### config.mk
export PLATFORM = sky130hd
export DESIGN_NAME = alu_sequencer_flat
export DESIGN_NICKNAME = d
export VERILOG_FILES = /design/src/rtl/alu_pkg.sv /design/src/rtl/alu_sequencer_if.sv /design/src/rtl/alu_op_decoder.sv /design/src/rtl/alu_sequencer.sv /design/src/flat_wrapper.sv
export SDC_FILE = /design/constraint.sdc
export NUM_CORES = 1
export LEC_CHECK = 0
export BUFFER_PORTS_ARGS = -buffer_cell sky130_fd_sc_hd__buf_2
export CAP_MARGIN = 15
export CORE_ASPECT_RATIO = 1.1
export CORE_MARGIN = 2
export CORE_UTILIZATION = 53
export DETAILED_ROUTE_END_ITERATION = 7
export GPL_ROUTABILITY_DRIVEN = 0
export PLACE_DENSITY_LB_ADDON = 0.2
export SETUP_SLACK_MARGIN = 0.05
export SKIP_LAST_GASP = 1
export SLEW_MARGIN = 10
export SYNTH_ARGS = -nofsm -noshare
export SYNTH_HDL_FRONTEND = slang
export SYNTH_SLANG_ARGS = --single-unit
export TNS_END_PERCENT = 10
### constraint.sdc
create_clock -name clk -period 2.2 [get_ports clk]
set_input_delay 0.11 -clock clk [delete_from_list [all_inputs] [get_ports clk]]
set_output_delay 0.11 -clock clk [all_outputs]
set_load 0.01 [all_outputs]
### src/rtl/alu_pkg.sv
// Shared encodings for the accumulator ALU and the sequencer that drives it.
// Latency: none, definitions only.
// Backpressure: none; consumers own all flow control.
package alu_pkg;

  // ALU operation codes presented on alu_control
  localparam logic [2:0] ALU_PASS = 3'd0;  // AC <= in2
  localparam logic [2:0] ALU_ADD  = 3'd1;
  localparam logic [2:0] ALU_SUB  = 3'd2;
  localparam logic [2:0] ALU_MUL  = 3'd3;
  localparam logic [2:0] ALU_INC  = 3'd4;
  localparam logic [2:0] ALU_CLR  = 3'd5;

  // Instruction opcodes (ir[15:12]); 0xB..0xE are illegal
  localparam logic [3:0] OP_NOP   = 4'h0;
  localparam logic [3:0] OP_LOAD  = 4'h1;
  localparam logic [3:0] OP_STORE = 4'h2;
  localparam logic [3:0] OP_ADD   = 4'h3;
  localparam logic [3:0] OP_SUB   = 4'h4;
  localparam logic [3:0] OP_MUL   = 4'h5;
  localparam logic [3:0] OP_INC   = 4'h6;
  localparam logic [3:0] OP_CLR   = 4'h7;
  localparam logic [3:0] OP_JMP   = 4'h8;
  localparam logic [3:0] OP_JMPZ  = 4'h9;
  localparam logic [3:0] OP_JMPNZ = 4'hA;
  localparam logic [3:0] OP_HALT  = 4'hF;

  typedef enum logic [3:0] {
    S_IDLE,
    S_FETCH,
    S_LATCH,
    S_DECODE,
    S_MEMRD,
    S_EXEC,
    S_STORE,
    S_HALT,
    S_ERROR
  } seq_state_t;

  typedef struct packed {
    logic [2:0] alu_control;
    logic       needs_mem;
    logic       is_alu;
    logic       is_jump;
    logic       illegal;
  } op_dec_t;

endpackage

### src/rtl/alu_sequencer_if.sv
// Bundle between the sequencer and its instruction ROM, data memory and ALU.
// Latency: ROM data returns one cycle after imem_addr; ALU answers via ac_load.
// Backpressure: the ALU holds the sequencer in EXEC by withholding ac_load.
interface alu_sequencer_if #(
  parameter int ADDR_W = 12
);
  logic [ADDR_W-1:0] imem_addr;
  logic [15:0]       imem_rdata;
  logic [ADDR_W-1:0] dmem_addr;
  logic              dmem_we;
  logic [2:0]        alu_control;
  logic              zflag;
  logic              ac_load;

  modport master (
    output imem_addr, dmem_addr, dmem_we, alu_control,
    input  imem_rdata, zflag, ac_load
  );

  modport slave (
    input  imem_addr, dmem_addr, dmem_we, alu_control,
    output imem_rdata, zflag, ac_load
  );
endinterface

### src/rtl/alu_op_decoder.sv
// Maps an opcode to its ALU code and instruction-class flags.
// Latency: purely combinational.
// Backpressure: none.
module alu_op_decoder
  import alu_pkg::*;
(
  input  logic [3:0] opcode,
  output op_dec_t    dec
);

  // Classify the opcode; anything not listed is illegal
  always_comb begin
    dec = '0;
    case (opcode)
      OP_NOP, OP_STORE, OP_HALT: ;
      OP_LOAD: begin dec.alu_control = ALU_PASS; dec.needs_mem = 1'b1; dec.is_alu = 1'b1; end
      OP_ADD:  begin dec.alu_control = ALU_ADD;  dec.needs_mem = 1'b1; dec.is_alu = 1'b1; end
      OP_SUB:  begin dec.alu_control = ALU_SUB;  dec.needs_mem = 1'b1; dec.is_alu = 1'b1; end
      OP_MUL:  begin dec.alu_control = ALU_MUL;  dec.needs_mem = 1'b1; dec.is_alu = 1'b1; end
      OP_INC:  begin dec.alu_control = ALU_INC;  dec.is_alu = 1'b1; end
      OP_CLR:  begin dec.alu_control = ALU_CLR;  dec.is_alu = 1'b1; end
      OP_JMP, OP_JMPZ, OP_JMPNZ: dec.is_jump = 1'b1;
      default: dec.illegal = 1'b1;
    endcase
  end

endmodule

### src/rtl/alu_sequencer.sv
// Multi-cycle fetch/decode/execute controller for the accumulator ALU.
// Latency: NOP/jump 3 cycles, STORE 4, INC/CLR 3+k, memory ALU ops 4+k.
// Backpressure: waits in EXEC for ac_load, errors after ALU_TIMEOUT cycles.
module alu_sequencer
  import alu_pkg::*;
#(
  parameter int ADDR_W      = 12,
  parameter int OPC_W       = 4,
  parameter int START_ADDR  = 0,
  parameter int ALU_TIMEOUT = 15
) (
  input  logic            clk,
  input  logic            rst,
  input  logic            start,
  alu_sequencer_if.master bus,
  output logic            busy,
  output logic            done,
  output logic            err
);

  localparam int IR_W  = OPC_W + ADDR_W;
  localparam int CNT_W = $clog2(ALU_TIMEOUT + 1);
  localparam logic [ADDR_W-1:0] START_PC = ADDR_W'(START_ADDR);
  localparam logic [CNT_W-1:0]  CNT_LAST = CNT_W'(ALU_TIMEOUT - 1);

  seq_state_t        state, state_nxt;
  logic [ADDR_W-1:0] pc, pc_nxt;
  logic [IR_W-1:0]   ir, ir_nxt;
  logic              z_reg, z_nxt;
  logic [CNT_W-1:0]  tmo_cnt, tmo_cnt_nxt;

  logic [OPC_W-1:0]  opcode;
  logic [ADDR_W-1:0] operand;
  op_dec_t           dec;
  logic [ADDR_W-1:0] dmem_addr;
  logic              dmem_we;
  logic [2:0]        alu_control;

  assign opcode  = ir[IR_W-1 -: OPC_W];
  assign operand = ir[ADDR_W-1:0];

  alu_op_decoder u_dec (
    .opcode (opcode),
    .dec    (dec)
  );

  assign bus.imem_addr   = pc;
  assign bus.dmem_addr   = dmem_addr;
  assign bus.dmem_we     = dmem_we;
  assign bus.alu_control = alu_control;

  // State and datapath registers; rst wins in every state, including EXEC
  always_ff @(posedge clk) begin
    if (rst) begin
      state   <= S_IDLE;
      pc      <= START_PC;
      ir      <= '0;
      z_reg   <= 1'b0;
      tmo_cnt <= '0;
    end else begin
      state   <= state_nxt;
      pc      <= pc_nxt;
      ir      <= ir_nxt;
      z_reg   <= z_nxt;
      tmo_cnt <= tmo_cnt_nxt;
    end
  end

  // Next-state and output decode; the timeout counter only runs in EXEC
  always_comb begin
    state_nxt   = state;
    pc_nxt      = pc;
    ir_nxt      = ir;
    z_nxt       = z_reg;
    tmo_cnt_nxt = '0;
    dmem_addr   = '0;
    dmem_we     = 1'b0;
    alu_control = ALU_PASS;
    busy        = 1'b0;
    done        = 1'b0;
    err         = 1'b0;
    case (state)
      S_IDLE, S_HALT: begin
        done = (state == S_HALT);
        if (start) begin
          pc_nxt    = START_PC;
          state_nxt = S_FETCH;
        end
      end
      S_FETCH: begin
        busy      = 1'b1;
        state_nxt = S_LATCH;
      end
      S_LATCH: begin
        busy      = 1'b1;
        ir_nxt    = bus.imem_rdata;
        pc_nxt    = pc + ADDR_W'(1);  // wraps at the top of the address space
        state_nxt = S_DECODE;
      end
      S_DECODE: begin
        busy = 1'b1;
        if (dec.illegal) begin
          state_nxt = S_ERROR;
        end else if (dec.is_alu) begin
          state_nxt = dec.needs_mem ? S_MEMRD : S_EXEC;
        end else if (opcode == OP_STORE) begin
          state_nxt = S_STORE;
        end else if (opcode == OP_HALT) begin
          state_nxt = S_HALT;
        end else begin
          state_nxt = S_FETCH;
          if (dec.is_jump && ((opcode == OP_JMP) ||
                              (opcode == OP_JMPZ  &&  z_reg) ||
                              (opcode == OP_JMPNZ && !z_reg)))
            pc_nxt = operand;
        end
      end
      S_MEMRD: begin
        busy      = 1'b1;
        dmem_addr = operand;
        state_nxt = S_EXEC;
      end
      S_EXEC: begin
        busy        = 1'b1;
        dmem_addr   = operand;
        alu_control = dec.alu_control;
        if (bus.ac_load) begin
          z_nxt     = bus.zflag;
          state_nxt = S_FETCH;
        end else if (tmo_cnt == CNT_LAST) begin
          state_nxt = S_ERROR;
        end else begin
          tmo_cnt_nxt = tmo_cnt + CNT_W'(1);
        end
      end
      S_STORE: begin
        busy      = 1'b1;
        dmem_addr = operand;
        dmem_we   = 1'b1;
        state_nxt = S_FETCH;
      end
      S_ERROR: begin
        err = 1'b1;
      end
      default: begin
        state_nxt = S_IDLE;
      end
    endcase
  end

endmodule

### src/flat_wrapper.sv
// flat-port wrapper written by rule: the top's interface ports become plain ports
module alu_sequencer_flat import alu_pkg::*;
#(
  parameter int ADDR_W      = 12,
  parameter int OPC_W       = 4,
  parameter int START_ADDR  = 0,
  parameter int ALU_TIMEOUT = 15
)
  (clk, rst, start, busy, done, err, bus_imem_addr, bus_dmem_addr, bus_dmem_we, bus_alu_control, bus_imem_rdata, bus_zflag, bus_ac_load);
  alu_sequencer_if #(.ADDR_W(ADDR_W)) bus_i ();
  input  logic clk;
  input  logic rst;
  input  logic start;
  output logic busy;
  output logic done;
  output logic err;
  output wire logic [$bits(bus_i.imem_addr)-1:0] bus_imem_addr;
  output wire logic [$bits(bus_i.dmem_addr)-1:0] bus_dmem_addr;
  output wire logic [$bits(bus_i.dmem_we)-1:0] bus_dmem_we;
  output wire logic [$bits(bus_i.alu_control)-1:0] bus_alu_control;
  input wire logic [$bits(bus_i.imem_rdata)-1:0] bus_imem_rdata;
  input wire logic [$bits(bus_i.zflag)-1:0] bus_zflag;
  input wire logic [$bits(bus_i.ac_load)-1:0] bus_ac_load;
  assign bus_imem_addr = bus_i.imem_addr;
  assign bus_dmem_addr = bus_i.dmem_addr;
  assign bus_dmem_we = bus_i.dmem_we;
  assign bus_alu_control = bus_i.alu_control;
  assign bus_i.imem_rdata = bus_imem_rdata;
  assign bus_i.zflag = bus_zflag;
  assign bus_i.ac_load = bus_ac_load;
  alu_sequencer #(.ADDR_W(ADDR_W), .OPC_W(OPC_W), .START_ADDR(START_ADDR), .ALU_TIMEOUT(ALU_TIMEOUT)) u_core (.clk(clk), .rst(rst), .start(start), .bus(bus_i), .busy(busy), .done(done), .err(err));
endmodule
==> flow_summary.json, run 1 <==
{
  "run_status": "completed",
  "regMostFlops": "u_core.ir",
  "drt_iter0_drc": 134,
  "final_layout_size_suffix_gt1_share_pct": 24.6,
  "cp.arrival_ns": 2.14,
  "required_ns": 2.35,
  "cts_setup_buffers": 0,
  "slew_headroom_pct": 55.8,
  "viasPerCell": 5.73,
  "syn-instance-count": 268,
  "finalCriticalPeriod_ns": 1.99,
  "clock_latency_ns": 0.28,
  "root_buffer": "clkbuf_8",
  "worst_hold_path_type": "input pin to register",
  "wl_um": 5220,
  "power_density_nw_per_um2": 755,
  "max_cap_violations": 0,
  "grt_use_total_pct": 25.4,
  "critPathLaunchType": "register",
  "grt_pass1_wl_um": 8910,
  "cp_max_fo": 14,
  "cts_sinks": 37,
  "yosysTopAreaCell": "dfxtp_1",
  "avgRoutedWirePerCell_um": 14.2,
  "ant_nets": 0,
  "max_freq_ghz": 0.502,
  "final_common_cell": "buf_2",
  "synthArstFlopShare_pct": 0,
  "finalSetupViolCount": 0,
  "p_leak_nw": 0.997,
  "drc": 0,
  "antenna_cells": 0,
  "layout_common_cells": "buf_2, nand2_1, dfxtp_1",
  "synth_nets": 292,
  "avgSynthCellArea_um2": 7.60,
  "nets": 340,
  "syn_to_final_growth_pct": 18.6,
  "report.final.slew_viol_count": 0,
  "cts_max_level": 2,
  "end_kind": "register",
  "cts_tree": "done",
  "die_y_um": 69,
  "vdd_ir_drop_max_mv": 0.452,
  "rsz0062_at_grt": "no",
  "n_fill_cell": 340,
  "grt_max_degree": 36,
  "fin_hold_ws_ns": 0.0598,
  "finalCritPeriodShare_pct": 90.6,
  "synthFlopType": "dfxtp_1",
  "final.setup_skew_ns": 0.00274,
  "die_w_um": 63.1,
  "gr-total-overflow": 0,
  "cts_resized": 0,
  "cts-hold-fix-buffers": 0,
  "clockBufferDepth": 2,
  "clk_pin_slew_ns": 0.07,
  "grt_pass1_vias": 1946,
  "cts_buffers": 5,
  "tightest_slew_ns": 0.662,
  "regArea_um2": 741,
  "dp_hpwl_um": 3670,
  "ys_seq_elements": 37,
  "hold_viol": 0,
  "ys_top_cells_by_area": "dfxtp_1, nand2_1, a21oi_1",
  "num_rows": 23,
  "synth.top_cell.area_share_pct": 36.4,
  "ys_seq_area_share_pct": 36.4,
  "ys_warn_count": 0,
  "setup_tns_ns": 0,
  "start_util_pct": 55.7,
  "synth_area_um2": 2040,
  "io-pin-count": 52,
  "antenna_found_initial": 0,
  "die_area_um2": 4350,
  "largest_reg_flops": 16,
  "place_area_um2": 2330,
  "final_area_um2": 2410,
  "vias": 2102,
  "drt_pre_antenna_iters": 4,
  "crit_type": "register to register",
  "core_um2": 3650,
  "io_buffer_count": 51,
  "synth_enable_flop_cells": 0,
  "multi_input_area_um2": 1180,
  "synth_cell_types": 45
}
[through the flow]
| stage | setup slack [ns] | total power, mW | util [%] | cells |
|---|---|---|---|---|
| 2_1_floorplan | 0.365 | 1.21 | - | 268 |
| 3_3_place_gp | 0.330 | 1.37 | 63.8 | 359 |
| 3_5_place_dp | 0.259 | 1.38 | 63.8 | 359 |
| 4_1_cts | 0.242 | 1.83 | 66.0 | 367 |
| 5_1_grt | 0.128 | 1.93 | 66.0 | 367 |
| 6_report | 0.208 | 1.82 | 66.0 | 367 |
[cells in the mapped netlist (5+ instances only)]
master and number:
a21oi_1 28, a221oi_1 5, and2_1 13, clkbuf_1 15
dfxtp_1 37, nand2_1 49, nand2b_1 5, nand3_1 5
nor2_1 29, nor3_1 16, o21ai_0 9, xnor2_1 6
[report_power, final]
part,internal [mW],switching (mW)
logic,0.225,0.329
registers,0.739,0.0810
clock network,0.225,0.223
total,1.19,0.633
[layer usage]
| layer | up-vias | global-route usage [%] | share of wire, % | wire, um |
|---|---|---|---|---|
| met1 | 980 | 30.6 | 43 | 2250 |
| met5 | - | 0 | 0 | 0 |
| met4 | 0 | 8.40 | 2.4 | 124 |
| met3 | 12 | 4.89 | 5.5 | 288 |
| li1 | 1038 | - | - | - |
| met2 | 72 | 44.9 | 49 | 2560 |
[logic make-up (layout without fill, tap and decap cells)]
kind of cell               count (synthesis)  after routing  synth area share, %
xor gates and xnor gates                   8              8                 3.44
muxes                                      2              2                 1.04
adders and majority gates                  3              3                 1.84
AOI/OAI and AO/OA                         62             62                 20.5
and+or+nand+nor                          132            132                 31.1
buffers and inverters                     24             73                 5.65
DFF                                       37             37                 36.4
[cell type report]
class	count	share of cell area (%)
tap	50	2.59
multi-input combinational	207	49.1
clock buffer	8	3.32
sequential	37	30.7
inverter	4	0.622
timing repair buffer	61	13.7
[worst paths after layout]
path / from / endpoint / slack, ns / depth (start not counted)
min reg2reg: u_core.tmo_cnt[0]$_SDFF_PP0_ / u_core.tmo_cnt[0]$_SDFF_PP0_ / 0.46 / 1
max reg2reg: u_core.ir[15]$_SDFFE_PP0P_ / u_core.bus.imem_addr[7]$_SDFFE_PP0P_ / 0.21 / 5
min: bus_imem_rdata[1] / u_core.ir[1]$_SDFFE_PP0P_ / 0.06 / 3
max: u_core.ir[15]$_SDFFE_PP0P_ / u_core.bus.imem_addr[7]$_SDFFE_PP0P_ / 0.21 / 5
[critical path, cell delays in order (launching register included)]
cell and delay (ns):
dfxtp_1 0.46, inv_1 0.16, or4_4 0.54, a31o_2 0.33
a221oi_1 0.28, nor3_1 0.08
Note: power is estimated with default switching activity, not from simulation.
==> inputs of run 2 (changes only) <==
--- a/config.mk
+++ b/config.mk
@@ -7,12 +7,12 @@
 export LEC_CHECK = 0
 export BUFFER_PORTS_ARGS = -buffer_cell sky130_fd_sc_hd__buf_2
 export CAP_MARGIN = 15
-export CORE_ASPECT_RATIO = 1.1
+export CORE_ASPECT_RATIO = 1.25
 export CORE_MARGIN = 2
 export CORE_UTILIZATION = 53
 export DETAILED_ROUTE_END_ITERATION = 7
 export GPL_ROUTABILITY_DRIVEN = 0
-export PLACE_DENSITY_LB_ADDON = 0.2
+export PLACE_DENSITY = 0.8
 export SETUP_SLACK_MARGIN = 0.05
 export SKIP_LAST_GASP = 1
 export SLEW_MARGIN = 10
==> flow_summary.json, run 2 (synthesized netlist as in run 1, its figures left out) <==
{
  "die_y_um": 73.3,
  "io_buffer_count": 51,
  "setup_tns_ns": 0,
  "end_kind": "register",
  "die_area_um2": 4360,
  "clock_latency_ns": 0.29,
  "cts_buffers": 5,
  "syn_to_final_growth_pct": 17.7,
  "core_um2": 3720,
  "hold_end": "u_core.ir[3]$_SDFFE_PP0P_",
  "regArea_um2": 741,
  "reg2reg_to": "u_core.bus.imem_addr[0]$_SDFFE_PP0P_",
  "tightest_slew_ns": 0.671,
  "hold_path_depth": 3,
  "grt_max_degree": 36,
  "cts_max_level": 2,
  "wl_um": 5170,
  "ant_nets": 0,
  "cp_top_family": "simple AND/OR/NAND/NOR gates",
  "rsz0062_at_grt": "no",
  "run_status": "completed",
  "gr-total-overflow": 0,
  "layout_common_cells": "buf_2, nand2_1, dfxtp_1",
  "crit_slowest_cell": "or4_4",
  "cp.arrival_ns": 2.12,
  "critPathLaunchType": "register",
  "nets": 339,
  "grt_pass1_wl_um": 8490,
  "reg2reg_depth": 5,
  "grt_use_total_pct": 25.1,
  "vias": 2088,
  "dp.cells": 348,
  "cts_tree": "done",
  "fin_hold_ws_ns": 0.0471,
  "vdd_ir_drop_max_mv": 0.573,
  "start_util_pct": 54.7,
  "final.setup_skew_ns": 0.00500,
  "finalSetupViolCount": 0,
  "worst_hold_path_type": "input pin to register",
  "path_depth": 5,
  "dr.max_layer_used": "met4",
  "viasPerCell": 5.87,
  "cpPeakStageDelay_ns": 0.54,
  "io-pin-count": 52,
  "cts-hold-fix-buffers": 0,
  "cts_sinks": 37,
  "slew_headroom_pct": 55.2,
  "regMostFlops": "u_core.ir",
  "antenna_found_initial": 0,
  "crit_chain": "inv_1 -> or4_4 -> a31o_2 -> a211oi_1 -> nor3_1",
  "final_layout_size_suffix_gt1_share_pct": 25.0,
  "largest_reg_flops": 16,
  "cts_resized": 0,
  "finalCritPeriodShare_pct": 89.6,
  "max_cap_violations": 0,
  "power_density_nw_per_um2": 763,
  "grt_pass1_vias": 1876,
  "cts_setup_buffers": 0,
  "r2r_slack_ns": 0.23,
  "clockBufferDepth": 2,
  "avgRoutedWirePerCell_um": 14.5,
  "final_common_cell": "buf_2",
  "multi_input_area_um2": 1180,
  "path_buf_inv": 1,
  "cp-startpoint": "u_core.ir[15]$_SDFFE_PP0P_",
  "r2r-start": "u_core.ir[15]$_SDFFE_PP0P_",
  "n_fill_cell": 362,
  "hold_viol": 0,
  "wl_met2_um": 2620,
  "max_freq_ghz": 0.507,
  "root_buffer": "clkbuf_8",
  "drt_pre_antenna_iters": 4,
  "hp-start": "bus_imem_rdata[3]",
  "wl_met1_um": 2240,
  "layout.cells.non_filler": 356,
  "required_ns": 2.35,
  "drt_iter0_drc": 124,
  "report.final.slew_viol_count": 0,
  "antenna_cells": 0,
  "crit_type": "register to register",
  "p_leak_nw": 0.997,
  "drc": 0,
  "dp_hpwl_um": 3630,
  "die_w_um": 59.4,
  "dr_wl_met3_um": 258,
  "dp_slack_ns": 0.251,
  "layout_setup_ws_ns": 0.229,
  "num_rows": 25,
  "finalCriticalPeriod_ns": 1.97,
  "clk_pin_slew_ns": 0.07,
  "cp_max_fo": 14
}
-- run 2: per-layer routing --
layer	global-route usage, %	vias up
li1	-	1030
met1	31.0	978
met2	43.2	73
met3	4.75	7
met4	8.08	0
met5	0	-
-- run 2: worst max path at each step --
stage                                      endpoint
2_1_floorplan  u_core.bus.imem_addr[0]$_SDFFE_PP0P_
3_3_place_gp   u_core.bus.imem_addr[7]$_SDFFE_PP0P_
3_5_place_dp   u_core.bus.imem_addr[0]$_SDFFE_PP0P_
4_1_cts                u_core.state[0]$_SDFFE_PP0P_
5_1_grt                u_core.state[0]$_SDFFE_PP0P_
6_report       u_core.bus.imem_addr[0]$_SDFFE_PP0P_
-- run 2: through the flow --
stage          cell area [um^2]  util (%)  power (mW)
5_1_grt                    2400      64.4        1.94
4_1_cts                    2400      64.4        1.83
3_3_place_gp               2310      62.2        1.36
3_5_place_dp               2310      62.2        1.38
2_1_floorplan              2040         -        1.21
6_report                   2400      64.4        1.83
-- run 2: layout make-up --
class,count,area share [%]
clock buffer,6,3.03
multi-input combinational,207,49.5
clock inverter,2,0.418
tap,40,2.09
timing repair buffer,60,13.5
sequential,37,30.9
inverter,4,0.627
-- run 2: worst register-to-register path, stage by stage (launching register included) --
cell	delay (ns)
dfxtp_1	0.45
inv_1	0.15
or4_4	0.54
a31o_2	0.33
a211oi_1	0.29
nor3_1	0.08
-- run 2: where the power goes --
part	switching, mW	total (mW)	leakage, nW	internal [mW]
combinational	0.324	0.545	0.651	0.221
clock	0.242	0.462	0.0450	0.220
sequential	0.0834	0.822	0.301	0.739
==> inputs of run 3 (changes only) <==
--- a/config.mk
+++ b/config.mk
@@ -15,7 +15,7 @@
 export PLACE_DENSITY = 0.8
 export SETUP_SLACK_MARGIN = 0.05
 export SKIP_LAST_GASP = 1
-export SLEW_MARGIN = 10
+export SLEW_MARGIN = 15
 export SYNTH_ARGS = -nofsm -noshare
 export SYNTH_HDL_FRONTEND = slang
 export SYNTH_SLANG_ARGS = --single-unit
==> constraint.sdc (replaced) <==
create_clock -name clk -period 2.2 [get_ports clk]
set_input_delay 0.44 -clock clk [delete_from_list [all_inputs] [get_ports clk]]
set_output_delay 0.44 -clock clk [all_outputs]
set_load 0.01 [all_outputs]
==> flow_summary.json, run 3 (synthesized netlist as in run 1, its figures left out) <==
{
  "final.setup_skew_ns": 0.00829,
  "power_mw": 1.90,
  "avgRoutedWirePerCell_um": 14.3,
  "layout_setup_ws_ns": 0.194,
  "vias": 2102,
  "finalCriticalPeriod_ns": 2.01,
  "die_area_um2": 4360,
  "clockBufferDepth": 2,
  "cp-startpoint": "u_core.state[3]$_SDFFE_PP0P_",
  "cts_buffers": 5,
  "slew_headroom_pct": 55.9,
  "core_um2": 3720,
  "vdd_ir_drop_max_mv": 0.482,
  "drt_iter0_drc": 131,
  "dp_slack_ns": 0.216,
  "cts-hold-fix-buffers": 0,
  "cp_max_fo": 13,
  "end_kind": "primary output",
  "finalSetupViolCount": 0,
  "grt_pass1_vias": 1825,
  "report.final.slew_viol_count": 0,
  "regArea_um2": 742,
  "max_freq_ghz": 0.498,
  "crit_slowest_cell": "dfxtp_1",
  "start_util_pct": 54.7,
  "hold_end": "u_core.ir[11]$_SDFFE_PP0P_",
  "antenna_cells": 0,
  "grt_use_total_pct": 25.4,
  "hold_path_depth": 3,
  "grt_max_degree": 36,
  "ant_nets": 0,
  "cts_resized": 0,
  "dp_hpwl_um": 3520,
  "clk_pin_slew_ns": 0.08,
  "power_density_nw_per_um2": 783,
  "reg2reg_to": "u_core.bus.imem_addr[6]$_SDFFE_PP0P_",
  "tightest_slew_ns": 0.661,
  "dp.cells": 348,
  "io_buffer_count": 51,
  "crit_chain": "buf_4 -> nand2b_1 -> a21oi_1 -> buf_4 -> and2_1 -> buf_2",
  "critPathLaunchType": "register",
  "reg2reg_depth": 5,
  "gr-total-overflow": 0,
  "rsz0062_at_grt": "no",
  "r2r_slack_ns": 0.20,
  "drt_pre_antenna_iters": 5,
  "setup_tns_ns": 0,
  "root_buffer": "clkbuf_8",
  "cts_sinks": 37,
  "cpMostUsedCell": "buf_4",
  "worst_hold_path_type": "input pin to register",
  "clock_latency_ns": 0.29,
  "cpPeakStageDelay_ns": 0.31,
  "viasPerCell": 5.90,
  "cts_max_level": 2,
  "die_w_um": 59.4,
  "largest_reg_flops": 16,
  "syn_to_final_growth_pct": 19.1,
  "max_cap_violations": 0,
  "layout.cells.non_filler": 356,
  "hold_viol": 0,
  "cp.arrival_ns": 1.57,
  "grt_pass1_wl_um": 8310,
  "run_status": "completed",
  "cts_setup_buffers": 0,
  "crit_type": "register to primary output",
  "layout_common_cells": "buf_2, nand2_1, dfxtp_1",
  "finalCritPeriodShare_pct": 91.2,
  "cts_tree": "done",
  "nets": 339,
  "io-pin-count": 52,
  "final_layout_size_suffix_gt1_share_pct": 25.9,
  "r2r-start": "u_core.ir[15]$_SDFFE_PP0P_",
  "antenna_found_initial": 0,
  "n_fill_cell": 341,
  "final_common_cell": "buf_2",
  "final_util_pct": 65.1,
  "multi_input_area_um2": 1190,
  "drc": 0,
  "die_y_um": 73.3,
  "num_rows": 25,
  "wl_um": 5080,
  "required_ns": 1.76,
  "p_leak_nw": 1.02,
  "hp-start": "bus_imem_rdata[11]",
  "regMostFlops": "u_core.ir"
}
==> run 3: report_power, final <==
part           switching (mW)  total, mW  internal, mW  leakage (nW)
combinational           0.321      0.541         0.220         0.662
sequential             0.0872      0.827         0.739         0.301
clock                   0.247      0.530         0.283        0.0542
==> run 3: stage by stage <==
stage                     hold WS [ns]  cell area [um^2]
after CTS                        0.369              2410
after global placement           0.444              2310
after floorplan                  0.430              2040
after detailed placement         0.454              2310
after global routing             0.373              2420
final                            0.372              2420
==> run 3: critical path: cells and delay by family, from the launching register on <==
kind	cells	cell delay, ns
buffers and inverters	3	0.50
and+or+nand+nor	2	0.34
DFF	1	0.31
AOI/OAI and AO/OA	1	0.13
==> run 3: worst max path at each step <==
stage | cells past startpoint | endpoint | slack (ns)
floorplan | 7 | u_core.bus.imem_addr[0]$_SDFFE_PP0P_ | 0.37
global placement | 5 | u_core.bus.imem_addr[7]$_SDFFE_PP0P_ | 0.29
detailed placement | 5 | u_core.bus.imem_addr[6]$_SDFFE_PP0P_ | 0.22
CTS | 4 | bus_alu_control[0] | 0.1
global route | 5 | u_core.bus.imem_addr[3]$_SDFFE_PP0P_ | 0.1
finish | 6 | bus_dmem_addr[11] | 0.19
==> run 3: metal layers <==
metal | GRT usage, % | wire length [um]
met1 | 31.9 | 2070
met2 | 41.8 | 2550
met3 | 3.87 | 338
met4 | 12.4 | 115
met5 | 0 | 0
==> run 3: area by class of cell <==
| type | count | area share (%) |
|---|---|---|
| Multi-Input combinational cell | 207 | 49.2 |
| Sequential cell | 37 | 30.6 |
| Timing Repair Buffer | 60 | 13.3 |
| Clock buffer | 7 | 3.98 |
| Tap cell | 40 | 2.07 |
| Inverter | 4 | 0.620 |
| Clock inverter | 1 | 0.207 |
